--- src/rtl/led_feedback.sv ---
// Mastermind-style scorer: latches both codes on an LED_Proc rising edge,
// scores exact then misplaced matches one position per cycle, shows LEDs.
module led_feedback #(
    parameter int DISPLAY_CYCLES = 4
) (
    input  logic        clk,
    input  logic        reset,
    input  logic        LED_Proc,
    input  logic [11:0] codemaker_code,
    input  logic [11:0] codebreaker_code,
    output logic [3:0]  led_exact,
    output logic [3:0]  led_partial,
    output logic [2:0]  exact_count,
    output logic [2:0]  partial_count,
    output logic        all_match,
    output logic        busy,
    output logic        done
);

    typedef enum logic [2:0] {
        IDLE, EXACT, PARTIAL, SHOW, DONE
    } state_t;

    localparam logic [7:0] DispLast = 8'(DISPLAY_CYCLES - 1);

    state_t      state_q;
    logic        led_proc_q;
    logic [11:0] maker_q;
    logic [11:0] breaker_q;
    logic [3:0]  exact_q;
    logic [3:0]  partial_q;
    logic [3:0]  consumed_q;
    logic [2:0]  exact_cnt_q;
    logic [2:0]  partial_cnt_q;
    logic [1:0]  pos_q;
    logic [7:0]  disp_q;

    logic        start;
    logic [2:0]  mk_sym;
    logic [2:0]  bk_sym;
    logic        exact_hit_d;
    logic        part_hit_d;
    logic [1:0]  part_j_d;

    function automatic logic [2:0] letter(
        input logic [11:0] code,
        input logic [1:0]  k
    );
        logic [2:0] s;
        unique case (k)
            2'd0: s = code[2:0];
            2'd1: s = code[5:3];
            2'd2: s = code[8:6];
            default: s = code[11:9];
        endcase
        return s;
    endfunction

    assign start  = LED_Proc & ~led_proc_q & (state_q == IDLE);
    assign mk_sym = letter(maker_q, pos_q);
    assign bk_sym = letter(breaker_q, pos_q);

    assign exact_hit_d = (mk_sym == bk_sym) && (bk_sym != 3'd0);

    // First free maker slot, searched 3 down to 0, matching breaker letter pos_q.
    always_comb begin
        logic [1:0] jj;
        part_hit_d = 1'b0;
        part_j_d   = 2'd0;
        jj         = 2'd0;
        if (!exact_q[pos_q] && bk_sym != 3'd0) begin
            for (int k = 0; k < 4; k++) begin
                jj = 2'(3 - k);
                if (!part_hit_d && !exact_q[jj] && !consumed_q[jj]
                    && letter(maker_q, jj) == bk_sym) begin
                    part_hit_d = 1'b1;
                    part_j_d   = jj;
                end
            end
        end
    end

    always_ff @(posedge clk or negedge reset) begin
        if (!reset) begin
            state_q       <= IDLE;
            led_proc_q    <= 1'b1;
            maker_q       <= '0;
            breaker_q     <= '0;
            exact_q       <= '0;
            partial_q     <= '0;
            consumed_q    <= '0;
            exact_cnt_q   <= '0;
            partial_cnt_q <= '0;
            pos_q         <= '0;
            disp_q        <= '0;
        end else begin
            led_proc_q <= LED_Proc;
            unique case (state_q)
                IDLE: begin
                    if (start) begin
                        maker_q       <= codemaker_code;
                        breaker_q     <= codebreaker_code;
                        exact_q       <= '0;
                        partial_q     <= '0;
                        consumed_q    <= '0;
                        exact_cnt_q   <= '0;
                        partial_cnt_q <= '0;
                        pos_q         <= 2'd3;
                        state_q       <= EXACT;
                    end
                end
                EXACT: begin
                    if (exact_hit_d) begin
                        exact_q[pos_q] <= 1'b1;
                        exact_cnt_q    <= exact_cnt_q + 3'd1;
                    end
                    pos_q <= pos_q - 2'd1;
                    if (pos_q == 2'd0) state_q <= PARTIAL;
                end
                PARTIAL: begin
                    if (part_hit_d) begin
                        partial_q[pos_q]     <= 1'b1;
                        consumed_q[part_j_d] <= 1'b1;
                        partial_cnt_q        <= partial_cnt_q + 3'd1;
                    end
                    pos_q <= pos_q - 2'd1;
                    if (pos_q == 2'd0) begin
                        disp_q  <= '0;
                        state_q <= SHOW;
                    end
                end
                SHOW: begin
                    disp_q <= disp_q + 8'd1;
                    if (disp_q == DispLast) state_q <= DONE;
                end
                DONE: state_q <= IDLE;
                default: state_q <= IDLE;
            endcase
        end
    end

    assign led_exact     = (state_q == SHOW) ? exact_q : 4'd0;
    assign led_partial   = (state_q == SHOW) ? partial_q : 4'd0;
    assign exact_count   = exact_cnt_q;
    assign partial_count = partial_cnt_q;
    assign all_match     = (exact_cnt_q == 3'd4);
    assign busy          = (state_q == EXACT) || (state_q == PARTIAL)
                           || (state_q == SHOW);
    assign done          = (state_q == DONE);

endmodule

--- config.mk ---
export PLATFORM = sky130hd
export DESIGN_NAME = led_feedback
export DESIGN_NICKNAME = d
export VERILOG_FILES = /design/src/rtl/led_feedback.sv
export SDC_FILE = /design/constraint.sdc
export NUM_CORES = 1
export LEC_CHECK = 0
export ABC_AREA = 1
export CAP_MARGIN = 20
export CORE_AREA = 2 2 77 116
export DETAILED_ROUTE_END_ITERATION = 10
export DIE_AREA = 0 0 79 118
export GPL_TIMING_DRIVEN = 0
export PLACE_DENSITY = 0.66
export SETUP_SLACK_MARGIN = 0.4
export SYNTH_ARGS = -nofsm -noshare
export SYNTH_HDL_FRONTEND = slang
export SYNTH_SLANG_ARGS = --single-unit
--- constraint.sdc ---
create_clock -name clk -period 2.7 [get_ports clk]
set_input_delay 0.675 -clock clk [delete_from_list [all_inputs] [get_ports clk]]
set_output_delay 0.675 -clock clk [all_outputs]
set_load 0.05 [all_outputs]
==> summary.md, run 1 <==
| Metric | Value |
|---|---|
| CTS Buffer Depth | 2 |
| Crit Path Class | reg -> out |
| CP max-delay cell | dfrtp_1 |
| CTS tree | done |
| Drc violations | 0 |
| Max frequency | approximately 450 MHz |
| Asr flop ratio synth | 100% |
| Final setup viols | 0 |
| CP endpoint kind | primary output |
| Drt total wl | 8190 microns |
| Synth-to-layout area growth | 30.1% |
| Post-synthesis sequential area ratio | 42.7% |
| Max-cap violation count | 0 |
| PortBufs | 43 |
| Diodes inserted | 0 |
| FP Rows | 41 |
| WP data arrival | 1.56 ns |
| Proportion of netlist area held by the largest area contributor | about two fifths |
| Syn avg cell area | 7.31 sq um |
| Tcrit/Tclk final | 82.7% |
| DR vias/cell | 4.86 |
| Die area | slightly above 9000 sq um |
| Initial core utilization | 39.5% |
| Buf+Inv Stages, Crit Path | 4 |
| Most frequent cells in the layout | nand2_1, inv_1, dfrtp_1 |
| CTS H-tree lvls | 2 |
| Setup WS post-layout | 0.468 ns |
| Core ar. | 8310 sq um |
| CTS Sinks | 56 |
| Slew @ Worst Pin | approximately 0.53 ns |
| First-pass GRT wire length | 13400 microns |
| HP Class | in -> async |
| Synthesis-stage register bit count | 56 |
| Initial antenna violation count | 0 |
| Layout cells sized above 1 | 20.0% |
| GP Congestion | 0.878 |
| Minimum clock period | 2.23 ns |
| Hold slack | 0.302 ns |
| Chip height | 118 microns |
| Detailed-router iteration count before antenna repair | 4 |
| Ys Warns | 0 |
| Crit-path most repeated cell | inv_2 |
| Most used DFF post-synth | dfrtp_1 |
| Final ANT Viol Nets | 0 |
| Pleak | 2.10 nW |
| Dpl ws | -0.338 ns |
| Final hold viol count | 0 |
| Placed instance area | 3860 sq um |
| Status | finished, final reports clean |
| Slew margin rel. | 64.4% |
| Largest net degree at the start of global routing | 41 |
| Final Instance Area | 4270 sq um |
| CP peak stage delay | between 0.4 and 0.5 ns |
| Unrepaired setup endpoints after global routing | yes |
| Vias in the first global route | 3008 |
| Hpwl dp | 6110 microns |
| Post-Synthesis Cells | 449 |
| Syn Nets | 484 |
| Worst skew pair latency | 0.30 ns |
| Pwr Density | about 1300 nW/um^2 |
| Top delay family on crit path | buffers and inverters |
| Root Driver | clkbuf_16 |
| Worst EP required | 2.03 ns |
| Total number of vias | 3021 |
| IR drop worst, VDD | 478 uV |
| Max-slew violations | 0 |
| GR Overflow Total | 0 |
| CP Cell Sequence | inv_2 -> nor3_4 -> inv_2 -> buf_8 -> nor2_2 -> buf_6 |
| Clk slew on worst S/H paths | ~0.07 ns |
| Yosys cell types | 33 |
| Commonest non-fill, non-tap cell in the layout | nand2_1 |
| Num CTS Buffers | 5 |
| Final nets | 549 |
| Skew final | roughly 0.0084 ns |
| Post-synth EDFFs | 0 |
| Top-level port count | 44 |
| Die W | 79 microns |
| Total track usage | 18.2% |
| Area contributors post-synth | dfrtp_1, nand2_1, inv_1, o21ai_0, nor2_1 |
| Iteration-0 DRC Markers | 242 |
| Crit Path Max Fanout | 10 |
| Synth Cell Area | 3280 sq um |
| Wire length per cell | roughly 13 microns |
| CP Launch Type | flop |
| Post-CTS Hold Buffers | 0 |
| Yosys top cell by area | dfrtp_1 |
## per-stage QoR
step	instances	utilization, %	power, mW	setup TNS [ns]
floorplan	449	-	3.72	0
global placement	599	46.3	4.44	-48.84
detailed placement	600	46.5	4.51	-2.50
CTS	614	49.2	5.34	0
global route	622	51.4	6.09	0
finish	622	51.4	5.61	0
## cells by family after synthesis
logic type,share of synthesized area (%)
AND/OR/NAND/NOR,32.0
buffers and inverters,9.52
AO/OA/AOI/OAI,11.4
flip-flops,42.7
adder cells (fa/ha/maj),3.05
XOR/XNOR,1.33
## layer usage
metal	vias up	part of all wire (%)	GRT usage, %
li1	1543	-	-
met1	1409	40	19.9
met2	58	54	34.2
met3	11	3.3	2.84
met4	0	2.0	7.22
met5	-	0	0
## power by group
part           internal, mW  switching [mW]
registers              1.16           0.244
clock network         0.347           0.315
logic                  1.29            2.26
## worst register-to-register path: cells and delay by family (launching register included)
kind            cells  cell delay [ns]
compound gates      1             0.25
fa+ha+maj           1             0.23
buf+inv             3             0.39
flops               1             0.46
simple gates       10             0.75
## cells in the mapped netlist, types with 2 or more instances
cell,count
inv_1,65
nor3_2,2
nor3_1,4
a21oi_1,18
o21ai_0,33
nand2_4,2
o22ai_1,7
ha_1,8
o21ai_2,5
nand3_2,4
dfrtp_1,55
clkbuf_1,5
nand4_1,4
nor2_1,38
nand2_2,11
xor2_1,4
nor2_4,2
nand2_1,143
nand3_1,22
inv_2,4
## state kept, by name, summed over array words and instances (netlist names)
| name | flops |
|---|---|
| breaker_q | 12 |
| maker_q | 12 |
| disp_q | 8 |
| consumed_q | 4 |
| exact_q | 4 |
| partial_q | 4 |
| exact_count | 3 |
| partial_count | 3 |
| state_q | 3 |
| pos_q | 2 |
| led_proc_q | 1 |
## final cells by class
type	count	area [sq um]
well taps	107	134
clock inverters	2	16.3
multi-input cells	316	1700
inverters	69	259
clock buffers	6	129
flip-flops and latches	56	1410
fillers	863	4040
repair buffers	58	557
plain buffers	8	71.3
## final timing paths
path,from,to,slack [ns],depth (start not counted)
min reg2reg,breaker_q[6],breaker_q[6],0.49,2
max,state_q[0],led_partial[3],0.47,6
min,reset,breaker_q[11],0.30,1
max reg2reg,pos_q[0],consumed_q[1],0.54,15
max in group asynchronous,reset,led_proc_q,1.77,2
min in group clk,breaker_q[6],breaker_q[6],0.49,2
## what timing repair did
item / in CTS / in global routing
setup endpoints to repair: 18 / 40
hold endpoints to repair: 0 / 0
buffers inserted: 6 / 8
resized for setup: 77 / 44
pin swaps: 3 / 4
Note: power is estimated with default switching activity, not from simulation.
==> run 2, diff against run 1 <==
==> constraint.sdc (replaced) <==
create_clock -name clk -period 2.3 [get_ports clk]
set_input_delay 0.575 -clock clk [delete_from_list [all_inputs] [get_ports clk]]
set_output_delay 0.575 -clock clk [all_outputs]
set_load 0.05 [all_outputs]
==> run 2 against run 1 <==
- power grew 40%
- clock power grew 19%
- critical path depth grew 9
- via count grew 4.7%
- design area grew 11%
- cell count grew 2.9%
- wire length grew 7.1%
- utilization grew 5.9 points
- combinational power grew 52%
- clock-buffer cell count grew 1
- largest power group unchanged
==> summary.md, run 2 (same netlist as run 1, synthesis figures left out) <==
| Metric | Value |
|---|---|
| Post-CTS Hold Buffers | 0 (unchanged) |
| R2R Path Start | pos_q[1] (was pos_q[0]) |
| Max-cap violation count | 0 (unchanged) |
| Most frequent cells in the layout | nand2_1, inv_1, dfrtp_1 (unchanged) |
| CTS tree | done (unchanged) |
| Final nets | 567 (was 549) |
| Grt met2 use | 35.5% (was 34.2%) |
| Max-slew violations | 0 (unchanged) |
| FP Rows | 41 (unchanged) |
| Pwr Density | 1650 nW/um^2 (was 1310 nW/um^2) |
| CTS H-tree lvls | 2 (unchanged) |
| CP endpoint kind | flop (was primary output) |
| PortBufs | 43 (unchanged) |
| Slew @ Worst Pin | 0.529 ns (about the same) |
| Final setup viols | 0 (unchanged) |
| First-pass GRT wire length | 14600 microns (was 13400 microns) |
| Root Driver | clkbuf_16 (unchanged) |
| Die W | 79 microns (unchanged) |
| Final hold viol count | 0 (unchanged) |
| Core ar. | 8310 sq um (unchanged) |
| Most Crowded Layer GR | met2 (unchanged) |
| Total number of vias | 3162 (was 3021) |
| Total track usage | 19.7% (was 18.2%) |
| Final ANT Viol Nets | 0 (unchanged) |
| Worst EP required | 2.49 ns (was 2.03 ns) |
| CP Launch Type | flop (unchanged) |
| Initial antenna violation count | 0 (unchanged) |
| Setup WS post-layout | 0.165 ns (was 0.468 ns) |
| Crit Path Class | reg -> reg (was reg -> out) |
| Met3 Use GR | 2.91% (was 2.84%) |
| Diodes inserted | 0 (unchanged) |
| GR Overflow Total | 0 (unchanged) |
| IR drop worst, VDD | 1000 uV (was 478 uV) |
| Skew final | 0.00612 ns (was 0.00838 ns) |
| Detailed-router iteration count before antenna repair | 4 (unchanged) |
| Layout cells sized above 1 | 31.5% (was 20.0%) |
| Pleak | 2.30 nW (was 2.10 nW) |
| Commonest non-fill, non-tap cell in the layout | nand2_1 (unchanged) |
| Slew margin rel. | 64.7% (was 64.4%) |
| Max frequency | 468 MHz |
| Post-layout util | 57.3% (was 51.4%) |
| Drc violations | 0 (unchanged) |
| M1 GR Usage | 23.1% (was 19.9%) |
| Dpl ws | -0.454 ns (was -0.338 ns) |
| Top-level port count | 44 (unchanged) |
| Unrepaired setup endpoints after global routing | yes (unchanged) |
| Top Registers | breaker_q (12), maker_q (12), disp_q (8) (unchanged) |
| Buf+Inv Stages, Crit Path | 2 (was 4) |
| Top delay family on crit path | simple AND/OR/NAND/NOR gates (was buffers and inverters) |
| DR vias/cell | 4.94 (was 4.86) |
| CP max-delay cell | dfrtp_2 (was dfrtp_1) |
| Status | finished, final reports clean (unchanged) |
| Iteration-0 DRC Markers | 198 (was 242) |
| Vias in the first global route | 3165 (was 3008) |
| Crit-path most repeated cell | nand2_2 (was inv_2) |
| Synth-to-layout area growth | 45.0% (was 30.1%) |
| CP peak stage delay | 0.47 ns (was 0.43 ns) |
| Tcrit/Tclk final | between 90% and 100% |
| HP Class | in -> async (unchanged) |
| CTS Buffer Depth | 2 (unchanged) |
| CTS Sinks | 56 (unchanged) |
| Wire length per cell | 13.7 microns (was 13.2 microns) |
| Die area | 9320 sq um (unchanged) |
| WP data arrival | 2.33 ns (was 1.56 ns) |
| Initial core utilization | 39.5% (unchanged) |
| Critical Path Start | pos_q[1] (was state_q[0]) |
| Num CTS Buffers | 5 (unchanged) |
| Minimum clock period | 2.14 ns |
| Chip height | 118 microns (unchanged) |
| Placed instance area | 3990 sq um (was 3860 sq um) |
| Largest net degree at the start of global routing | 37 (was 41) |
| Fin Setup TNS | 0 ns (unchanged) |
| GP Congestion | 0.862 (was 0.878) |
| Drt total wl | 8770 microns (was 8190 microns) |
| Crit Path Max Fanout | 8 (was 10) |
| Clk slew on worst S/H paths | 0.07 ns (about the same) |
| Final Instance Area | 4760 sq um (was 4270 sq um) |
| CP Cell Sequence | ha_4 -> buf_6 -> a21oi_4 -> nand2_4 -> nand2_4 -> nand2_2 -> nand2_2 -> nor2_2 -> nand2_2 -> nand4_2 -> nand2_2 -> nand2_4 -> clkbuf_16 -> nand3_2 -> nand2_1 (was inv_2 -> nor3_4 -> inv_2 -> buf_8 -> nor2_2 -> buf_6) |
| Hpwl dp | 6140 microns (was 6110 microns) |
| Worst skew pair latency | 0.30 ns (about the same) |
-- run 2: changes by cell type in the layout (fill, tap and decap cells not counted), sizes merged, moves of 2 or more --
| cell | previous run | this run |
|---|---|---|
| dlygate4sd2 | 0 | 6 |
| clkdlybuf4s50 | 31 | 25 |
| clkbuf | 11 | 15 |
| buf | 29 | 45 |
| inv | 69 | 67 |
| clkinvlp | 1 | 3 |
-- run 2: timing repair --
action,4_1_cts,5_1_grt
gates resized for setup,114,67
gates cloned,1,1
setup buffers,19,11
pin swaps,16,27
endpoints found under the setup margin,65,58
-- run 2: per-stage QoR --
step           std cells  hold WS, ns  power [mW]
2_1_floorplan        449        0.279        4.57
3_3_place_gp         599        0.468        5.40
3_5_place_dp         600        0.470        5.49
4_1_cts              628        0.257        6.93
5_1_grt              640        0.279        8.51
6_report             640        0.247        7.88
-- run 2: worst reg2reg max path, delay by kind of cell, from the launching register on --
kind | cells | cell delay, ns
compound gates | 1 | 0.19
fa+ha+maj | 1 | 0.21
buf+inv | 2 | 0.31
flops | 1 | 0.47
simple gates | 11 | 0.87
-- run 2: layout make-up --
cell class | count | area, sq um
tap | 107 | 134
clock buffer | 7 | 143
multi-input combinational | 316 | 1930
buffer | 8 | 88.8
timing repair buffer | 76 | 764
fill | 785 | 3550
sequential | 56 | 1410
inverter | 69 | 284
clock inverter | 1 | 7.51
-- run 2: routing by layer --
layer / wire [microns] / part of all wire, %
met1: 3370 / 38
met2: 4960 / 57
met3: 283 / 3.2
met4: 151 / 1.7
met5: 0 / 0
-- run 2: where the power goes --
part | switching [mW] | internal (mW) | leakage (nW)
combinational | 3.17 | 2.23 | 1.51
sequential | 0.328 | 1.36 | 0.718
clock | 0.353 | 0.435 | 0.0701
total | 3.85 | 4.03 | 2.30
-- run 2: path summary, 6_finish.rpt --
kind	slack [ns]	depth (start not counted)	endpoint
worst max-delay path	0.16	15	consumed_q[0]
worst min-delay path	0.25	1	breaker_q[6]
worst max register to register	0.16	15	consumed_q[0]
worst min register to register	0.49	2	breaker_q[8]
max in group asynchronous	1.43	2	led_proc_q
min in group clk	0.49	2	breaker_q[8]
==> run 3, diff against run 2 <==
--- a/config.mk
+++ b/config.mk
@@ -13,6 +13,7 @@
 export GPL_TIMING_DRIVEN = 0
 export PLACE_DENSITY = 0.66
 export SETUP_SLACK_MARGIN = 0.4
+export SLEW_MARGIN = 25
 export SYNTH_ARGS = -nofsm -noshare
 export SYNTH_HDL_FRONTEND = slang
 export SYNTH_SLANG_ARGS = --single-unit
==> constraint.sdc (replaced) <==
create_clock -name clk -period 2.6 [get_ports clk]
set_input_delay 0.65 -clock clk [delete_from_list [all_inputs] [get_ports clk]]
set_output_delay 0.65 -clock clk [all_outputs]
set_load 0.05 [all_outputs]
==> run 3 against run 2 <==
- via count down 3.9%
- combinational power decreased by 22%
- hold slack got worse by 0.039 ns
- flip-flop and latch count unchanged
- clock power decreased by 13%
- sequential power shrank 12%
- critical path type unchanged
- critical endpoint is now partial_count[1]
==> summary.md, run 3 (same netlist as run 1, synthesis figures left out) <==
| Metric | Value |
|---|---|
| Status | finished, final reports clean (unchanged) |
| Worst skew pair latency | 0.30 ns (about the same) |
| GR Overflow Total | 0 (unchanged) |
| CTS Buffer Depth | 2 (unchanged) |
| Most Crowded Layer GR | met2 (unchanged) |
| Crit Path Max Fanout | 8 (unchanged) |
| Hpwl dp | 6110 microns (was 6140 microns) |
| Pwr Density | 1420 nW/um^2 (was 1650 nW/um^2) |
| Skew final | 0.00826 ns (was 0.00612 ns) |
| Final ANT Viol Nets | 0 (unchanged) |
| Tcrit/Tclk final | 85.0% (was 92.8%) |
| Final hold viol count | 0 (unchanged) |
| Worst EP required | 2.80 ns (was 2.49 ns) |
| Worst reg2reg setup slack | 0.39 ns (was 0.16 ns) |
| Met3 Use GR | 3.14% (was 2.91%) |
| Slew @ Worst Pin | 0.522 ns (was 0.529 ns) |
| Unrepaired setup endpoints after global routing | yes (unchanged) |
| Final setup viols | 0 (unchanged) |
| IR drop worst, VDD | 671 uV (was 1000 uV) |
| Crit Reg-Reg Endpoint | partial_count[1] (was consumed_q[0]) |
| Most frequent cells in the layout | nand2_1, inv_1, dfrtp_1 (unchanged) |
| Crit Path Class | reg -> reg (unchanged) |
| WP data arrival | 2.41 ns (was 2.33 ns) |
| Detailed-router iteration count before antenna repair | 4 (unchanged) |
| First-pass GRT wire length | 13800 microns (was 14600 microns) |
| PortBufs | 43 (unchanged) |
| Top-level port count | 44 (unchanged) |
| Core ar. | 8310 sq um (unchanged) |
| CP max-delay cell | dfrtp_2 (unchanged) |
| Drt total wl | 8410 microns (was 8770 microns) |
| Crit-path most repeated cell | nand2_1 (was nand2_2) |
| HP Class | in -> async (unchanged) |
| Total track usage | 18.7% (was 19.7%) |
| Top delay family on crit path | simple AND/OR/NAND/NOR gates (unchanged) |
| CP peak stage delay | 0.48 ns (was 0.47 ns) |
| CP Cell Sequence | ha_4 -> inv_4 -> buf_8 -> nand2_4 -> o21ai_4 -> nand2_2 -> nand2_1 -> nor2_1 -> nand2_1 -> nand4_2 -> nand2_2 -> nand2_4 -> clkbuf_16 -> nand3_2 -> nand2_1 (was ha_4 -> buf_6 -> a21oi_4 -> nand2_4 -> nand2_4 -> nand2_2 -> nand2_2 -> nor2_2 -> nand2_2 -> nand4_2 -> nand2_2 -> nand2_4 -> clkbuf_16 -> nand3_2 -> nand2_1) |
| Cells on worst reg2reg path | 15 (unchanged) |
| Buf+Inv Stages, Crit Path | 3 (was 2) |
| Drc violations | 0 (unchanged) |
| Initial antenna violation count | 0 (unchanged) |
| Max-slew violations | 0 (unchanged) |
| Chip height | 118 microns (unchanged) |
| CTS Sinks | 56 (unchanged) |
| Grt met2 use | 33.5% (was 35.5%) |
| Max frequency | 453 MHz (was 468 MHz) |
| Setup WS post-layout | 0.390 ns (was 0.165 ns) |
| Top Registers | breaker_q (12), maker_q (12), disp_q (8) (unchanged) |
| Clk slew on worst S/H paths | 0.07 ns (about the same) |
| Final nets | 556 (was 567) |
| CP Launch Type | flop (unchanged) |
| Final Instance Area | 4510 sq um (was 4760 sq um) |
| Initial core utilization | 39.5% (unchanged) |
| Layout cells sized above 1 | 24.9% (was 31.5%) |
| Max-cap violation count | 0 (unchanged) |
| Root Driver | clkbuf_16 (unchanged) |
| Placed instance area | 3870 sq um (was 3990 sq um) |
| Die W | 79 microns (unchanged) |
| DR vias/cell | 4.83 (was 4.94) |
| Synth-to-layout area growth | 37.4% (was 45.0%) |
| Post-layout util | 54.3% (was 57.3%) |
| Pleak | 2.25 nW (was 2.30 nW) |
| Num CTS Buffers | 5 (unchanged) |
| R2R Path Start | pos_q[0] (was pos_q[1]) |
| Dpl ws | -0.408 ns (was -0.454 ns) |
| Fill cells | 839 (was 785) |
| Iteration-0 DRC Markers | 228 (was 198) |
| Commonest non-fill, non-tap cell in the layout | nand2_1 (unchanged) |
| Diodes inserted | 0 (unchanged) |
| Slew margin rel. | 65.2% (was 64.7%) |
| GP Congestion | 0.878 (was 0.862) |
| CTS H-tree lvls | 2 (unchanged) |
| Register area | 1410 sq um (about the same) |
| Minimum clock period | 2.21 ns (was 2.14 ns) |
| CP endpoint kind | flop (unchanged) |
| CTS tree | done (unchanged) |
| Vias in the first global route | 3062 (was 3165) |
| FP Rows | 41 (unchanged) |
| Total number of vias | 3040 (was 3162) |
| Largest net degree at the start of global routing | 41 (was 37) |
| Wire length per cell | 13.4 microns (was 13.7 microns) |
| Die area | 9320 sq um (unchanged) |
| Multi-input gate area | 1790 sq um (was 1930 sq um) |
| M1 GR Usage | 21.2% (was 23.1%) |
-- run 3: cell count changes in the layout (fill, tap and decap cells not counted), moves of 4 or more --
cell | previous run | this run
nand2_1 | 116 | 131
dlymetal6s2s_1 | 0 | 4
nand2_2 | 29 | 17
buf_4 | 23 | 16
dlygate4sd2_1 | 6 | 0
inv_2 | 6 | 10
-- run 3: how the worst max path moves through the flow --
stage / startpoint / to / slack (ns) / depth (start not counted)
floorplan: state_q[1] / led_exact[0] / 0.21 / 5
global placement: reset / partial_count[2] / -0.93 / 1
detailed placement: state_q[1] / led_exact[3] / -0.41 / 6
CTS: state_q[1] / led_exact[0] / 0.39 / 6
global route: pos_q[0] / consumed_q[0] / 0.28 / 15
finish: pos_q[0] / partial_count[1] / 0.39 / 15
-- run 3: repair_timing --
action	4_1_cts	5_1_grt
buffers inserted	5	15
hold buffers	0	0
resized for setup	101	68
pin swaps	4	19
endpoints found under the hold margin	0	0
cloned	0	1
setup endpoints to repair	28	52
-- run 3: layout make-up --
type | instances | area share (%)
Timing Repair Buffer | 65 | 15.1
Clock inverter | 2 | 0.360
Multi-Input combinational cell | 316 | 39.7
Clock buffer | 6 | 2.86
Sequential cell | 56 | 31.2
Buffer | 8 | 1.72
Inverter | 69 | 6.07
Tap cell | 107 | 2.97
-- run 3: stage by stage --
stage	setup TNS, ns	total power, mW	hold WS (ns)	instances
2_1_floorplan	0	3.86	0.354	449
3_3_place_gp	-53.71	4.61	0.466	599
3_5_place_dp	-3.13	4.68	0.468	600
4_1_cts	0	5.60	0.217	613
5_1_grt	0	6.95	0.222	629
6_report	0	6.39	0.208	629
-- run 3: power by group --
part           leakage, nW  internal [mW]  switching (mW)
Clock               0.0671          0.360           0.325
Sequential           0.717           1.20           0.289
Combinational         1.46           1.69            2.53
-- run 3: layer usage --
metal | share of wire, % | vias to the layer above
met4 | 2.6 | 0
met3 | 3.2 | 14
met1 | 39 | 1418
li1 | - | 1555
met2 | 55 | 53
met5 | 0 | -
